File: config.mk
export PLATFORM = sky130hd
export DESIGN_NAME = game_timer
export DESIGN_NICKNAME = d
export VERILOG_FILES = /design/src/rtl/game_timer_pkg.sv /design/src/rtl/game_timer_seg7_decoder.sv /design/src/rtl/game_timer.sv
export SDC_FILE = /design/constraint.sdc
export NUM_CORES = 1
export LEC_CHECK = 0
export BUFFER_PORTS_ARGS = -buffer_cell sky130_fd_sc_hd__buf_2
export CAP_MARGIN = 20
export CORE_MARGIN = 5
export CORE_UTILIZATION = 43
export CTS_CLUSTER_SIZE = 20
export DETAILED_ROUTE_END_ITERATION = 16
export SYNTH_ARGS = -nofsm -noshare
export SYNTH_HDL_FRONTEND = slang
export SYNTH_SLANG_ARGS = --single-unit
File: constraint.sdc
create_clock -name CLOCK_50 -period 4.04 [get_ports CLOCK_50]
set_input_delay 0.808 -clock CLOCK_50 [delete_from_list [all_inputs] [get_ports CLOCK_50]]
set_output_delay 0.808 -clock CLOCK_50 [all_outputs]
set_load 0.01 [all_outputs]
File: src/rtl/game_timer_pkg.sv
// game_timer_pkg: seven-segment patterns and default divider constants for game_timer
package game_timer_pkg;
  localparam int CLK_HZ  = 50_000_000;
  localparam int MOVE_HZ = 20;
  localparam logic [6:0] SEG_0 = 7'b1000000;
  localparam logic [6:0] SEG_1 = 7'b1111001;
  localparam logic [6:0] SEG_2 = 7'b0100100;
  localparam logic [6:0] SEG_3 = 7'b0110000;
  localparam logic [6:0] SEG_4 = 7'b0011001;
  localparam logic [6:0] SEG_5 = 7'b0010010;
  localparam logic [6:0] SEG_6 = 7'b0000010;
  localparam logic [6:0] SEG_7 = 7'b1111000;
  localparam logic [6:0] SEG_8 = 7'b0000000;
  localparam logic [6:0] SEG_9 = 7'b0010000;
  localparam logic [6:0] SEG_A = 7'b0001000;
  localparam logic [6:0] SEG_B = 7'b0000011;
  localparam logic [6:0] SEG_C = 7'b1000110;
  localparam logic [6:0] SEG_D = 7'b0100001;
  localparam logic [6:0] SEG_E = 7'b0000110;
  localparam logic [6:0] SEG_F = 7'b0001110;
  localparam logic [15:0][6:0] SEG_LUT = {SEG_F, SEG_E, SEG_D, SEG_C, SEG_B, SEG_A, SEG_9, SEG_8,
                                          SEG_7, SEG_6, SEG_5, SEG_4, SEG_3, SEG_2, SEG_1, SEG_0};
endpackage

File: src/rtl/game_timer_seg7_decoder.sv
// seg7_decoder: 4-bit hex value to active-low segments (bit0=a .. bit6=g)
module seg7_decoder
  import game_timer_pkg::*;
(
  input  logic [3:0] val,
  output logic [6:0] seg
);
  assign seg = SEG_LUT[val];
endmodule

File: src/rtl/game_timer.sv
// game_timer: move/second tick prescalers and an MM:SS BCD elapsed-time display
module game_timer
  import game_timer_pkg::*;
#(
  parameter int SEC_DIV  = CLK_HZ,
  parameter int MOVE_DIV = CLK_HZ / MOVE_HZ
) (
  input  logic       CLOCK_50,
  input  logic       resetn,
  input  logic       run,
  output logic       move_tick,
  output logic       sec_tick,
  output logic [6:0] HEX0,
  output logic [6:0] HEX1,
  output logic [6:0] HEX2,
  output logic [6:0] HEX3
);
  localparam int SW = $clog2(SEC_DIV);
  localparam int MW = $clog2(MOVE_DIV);
  logic [SW-1:0] scnt_q, scnt_d;
  logic [MW-1:0] mcnt_q, mcnt_d;
  logic          move_tick_q, move_tick_d, sec_tick_q, sec_tick_d;
  logic [3:0]    s0_q, s0_d, s1_q, s1_d, m0_q, m0_d, m1_q, m1_d;
  logic          mwrap, swrap, c0, c1, c2;
  always_comb begin
    mwrap       = mcnt_q == MW'(MOVE_DIV - 1);
    swrap       = scnt_q == SW'(SEC_DIV - 1);
    mcnt_d      = !run ? '0 : mwrap ? '0 : mcnt_q + 1'b1;
    scnt_d      = !run ? '0 : swrap ? '0 : scnt_q + 1'b1;
    move_tick_d = run && mwrap;
    sec_tick_d  = run && swrap;
    // each carry only fires when every lower digit is rolling over on the same second
    c0          = sec_tick_q && s0_q == 4'd9;
    c1          = c0 && s1_q == 4'd5;
    c2          = c1 && m0_q == 4'd9;
    s0_d        = !run ? '0 : sec_tick_q ? (s0_q == 4'd9 ? '0 : s0_q + 4'd1) : s0_q;
    s1_d        = !run ? '0 : c0 ? (s1_q == 4'd5 ? '0 : s1_q + 4'd1) : s1_q;
    m0_d        = !run ? '0 : c1 ? (m0_q == 4'd9 ? '0 : m0_q + 4'd1) : m0_q;
    m1_d        = !run ? '0 : c2 ? (m1_q == 4'd9 ? '0 : m1_q + 4'd1) : m1_q;
  end
  always_ff @(posedge CLOCK_50) begin
    if (!resetn) begin
      scnt_q      <= '0;
      mcnt_q      <= '0;
      move_tick_q <= 1'b0;
      sec_tick_q  <= 1'b0;
      s0_q        <= '0;
      s1_q        <= '0;
      m0_q        <= '0;
      m1_q        <= '0;
    end else begin
      scnt_q      <= scnt_d;
      mcnt_q      <= mcnt_d;
      move_tick_q <= move_tick_d;
      sec_tick_q  <= sec_tick_d;
      s0_q        <= s0_d;
      s1_q        <= s1_d;
      m0_q        <= m0_d;
      m1_q        <= m1_d;
    end
  end
  assign move_tick = move_tick_q;
  assign sec_tick  = sec_tick_q;
  seg7_decoder u_hex0 (.val(s0_q), .seg(HEX0));
  seg7_decoder u_hex1 (.val(s1_q), .seg(HEX1));
  seg7_decoder u_hex2 (.val(m0_q), .seg(HEX2));
  seg7_decoder u_hex3 (.val(m1_q), .seg(HEX3));
endmodule

==> qor.yml <==
synthesis:
  ys.flop_type: "dfxtp_1"
  yosys_warnings: 0
  netlist_area_um2: 4800
  synth_top_area_cell: "dfxtp_1"
  syn_inst: 527
  synth-edff-count: 0
  synthTopCellsByArea: "dfxtp_1, ha_1, xnor2_1"
  synth_top_cell_area_share_pct: 39.2
  synth_sequential_area_ratio_pct: 39.2
  avgSynthCellArea_um2: 9.10
  async_flop_share_pct: 0
  ys_ff_latch: 94
  synth_nets: 563
  ys_types: 66
critical_path:
  cp_max_fo: 11
  end_kind: "flop"
  crit_path_max_incr_delay_ps: 660
  path_common_cell: "ha_1"
  rrSetupSlack_ps: 1050
  cp-start-kind: "flop"
  arrival_ps: 3230
  reg2reg_depth: 7
  r2r-start: "s1_q[0]$_SDFFE_PP0N_"
  reg2reg_to: "HEX2[3]$_DFF_P_"
  critPathKind: "reg -> reg"
  cp_slowest_cell: "or4_4"
  path_cells: "ha_1, nand3b_1, or4_4, a21oi_2, inv_1, ha_1, mux4_2"
  required_ps: 4280
sta:
  hold_violations: 0
  rsz0062_at_grt: "no"
  post-route-period-util_pct: 73.9
  fin_hold_ws_ps: 470
  finalWorstSetupSlack_ps: 1050
  final-setup-viol-count: 0
  setup_tns_ps: 0
  slew_viol_final: 0
  timing.final.crit_period_ps: 2990
  relSlewSlack_pct: 50.2
  fin_worst_skew_ps: 5.81
  timing.fmax_ghz: 0.335
  tightest_slew_ps: 746
floorplanning:
  rows: 38
  start_util_pct: 44.1
  pin_count: 33
  die-width_um: 116
  dieArea_um2: 13400
  dieHeight_um: 116
  core-area_um2: 10900
routing:
  wl_met1_mm: 4.52
  wire_per_inst_um: 13.6
  routed-wl-met2_mm: 4.55
  viasPerCell: 5.28
  vias: 3683
  drtAntennaViolNets: 0
  drcViolationCount: 0
  routed_wl_mm: 9.50
  routed-wl-met3_um: 309
  top_layer_used: "met4"
  first_iter_violations: 146
  firstDrtPassIters: 5
flow_run:
  maxCapViolCount: 0
grt:
  antenna_found_initial: 0
  grt_pass1_vias: 3622
  grt_pass1_wl_mm: 16.5
  grt.total_usage_pct: 15.1
  grt_max_degree: 24
  grt_overflow: 0
placed_design:
  dp_slack_ps: 1060
  port_buffers: 32
  placed_cell_area_um2: 5040
  post-dp-hpwl_mm: 6.73
  gp_congestion: 0.824
clock_tree:
  clockBufferDepth: 2
  cts_tree: "built"
  cts_hold_buf: 0
  clk_pin_slew_ps: 90
  cts_buffers: 9
  cts_root_buffer: "clkbuf_8"
  postCtsSetupBuffers: 0
  clkSinkCount: 94
  cts_max_level: 3
  cts_resized: 0
  clk_latency_ps: 360
cells_and_area:
  layout.cells.most_common: "dfxtp_1"
  fillers: 1046
  diodes: 0
  multi_input_area_um2: 2670
  layout_common_cells: "dfxtp_1, nor2_1, xnor2_1"
  ff_latch_area_um2: 1880
  layout.nets: 589
  synthToLayoutAreaGrowth_pct: 8.69
  drive_gt1_share_pct: 12.2
  design_area_um2: 5210
power:
  power.density_nw_per_um2: 290
  power_uw: 1510
  peakVddDrop_mv: 0.230
  p_leak_uw: 0.00204
hold_path:
  min_path_type: "reg -> reg"
  min_from: "mcnt_q[0]$_SDFF_PP0_"
  min_path_cells: 1
  whs_endpoint: "mcnt_q[0]$_SDFF_PP0_"
outcome:
  status: "finished, final reports clean"
## worst max-delay path by stage
stage / slack (ps) / start / endpoint / depth (start not counted)
4_1_cts: 1050 / s1_q[0]$_SDFFE_PP0N_ / HEX2[3]$_DFF_P_ / 7
6_report: 1050 / s1_q[0]$_SDFFE_PP0N_ / HEX2[3]$_DFF_P_ / 7
2_1_floorplan: 1420 / s0_q[0]$_SDFFE_PP0P_ / HEX2[3]$_DFF_P_ / 8
3_5_place_dp: 1060 / s1_q[0]$_SDFFE_PP0N_ / HEX2[3]$_DFF_P_ / 7
5_1_grt: 790 / s1_q[0]$_SDFFE_PP0N_ / HEX3[1]$_DFF_P_ / 8
3_3_place_gp: 1150 / s1_q[0]$_SDFFE_PP0N_ / HEX2[3]$_DFF_P_ / 7
## power by group
group	leakage (uW)	internal, uW	switching (uW)
clock	0.0000922	238	328
sequential	0.000757	927	1.94
combinational	0.00119	3.82	14.5
total	0.00204	1170	345
## Yosys cell counts (3+ instances only)
cell / instances
and4_1: 4
inv_1: 29
mux2i_1: 22
nor4_1: 7
nand3b_1: 3
o21ai_0: 5
dfxtp_1: 94
inv_2: 4
nand2_1: 25
nor3b_1: 4
or3_1: 3
a21o_1: 5
xor2_1: 15
nor3_1: 17
o22ai_1: 10
nor4b_1: 4
nand3_1: 24
nand4_1: 12
buf_2: 5
and3b_1: 5
buf_4: 6
nor2_1: 76
xnor2_1: 37
o32ai_1: 3
ha_1: 33
clkbuf_1: 6
a22oi_1: 4
a21oi_1: 9
and3_1: 13
## flip-flops by register name, indices dropped and copies added, names as in the netlist
signal     count
HEX2           7
mcnt_q        22
s0_q           4
HEX0           7
HEX3           7
s1_q           4
m1_q           4
m0_q           4
sec_tick       1
move_tick      1
HEX1           7
scnt_q        26
## metrics by stage
stage                     instances  util, %
after floorplan                 527        -
after global placement          682     46.3
after detailed placement        682     46.3
after CTS                       698     47.9
after global routing            698     47.9
final                           698     47.9
## metal layers
metal	GRT usage (%)	vias up
met5	0	-
met4	4.41	0
met3	4.33	9
met2	25.5	49
met1	18.9	1744
li1	-	1881
## layout make-up
class                           instances  share of cell area (%)
Multi-Input combinational cell        380                    51.2
Inverter                               34                    2.69
Clock buffer                           10                    2.64
Sequential cell                        94                    36.1
Tap cell                              140                    3.36
Timing Repair Buffer                   34                    3.36
Clock inverter                          6                   0.696
## worst max-delay path, delay by kind of cell, from the launching register on
kind | cells | cell delay, ps
and+or+nand+nor | 2 | 1040
adders and majority gates | 2 | 560
DFF | 1 | 480
muxes | 1 | 450
AOI/OAI and AO/OA | 1 | 230
buffers and inverters | 1 | 120
## cell families (layout without fill, tap and decap cells)
family,after synthesis,count (layout),share of synthesized area [%]
buffers and inverters,53,84,5.16
adders and majority gates,33,33,8.61
DFF,94,94,39.2
xor gates and xnor gates,52,52,9.49
AOI/OAI and AO/OA,58,58,8.95
and+or+nand+nor,213,213,23.2
muxes,24,24,5.35
No activity file was read; power rests on OpenSTA's default activity.
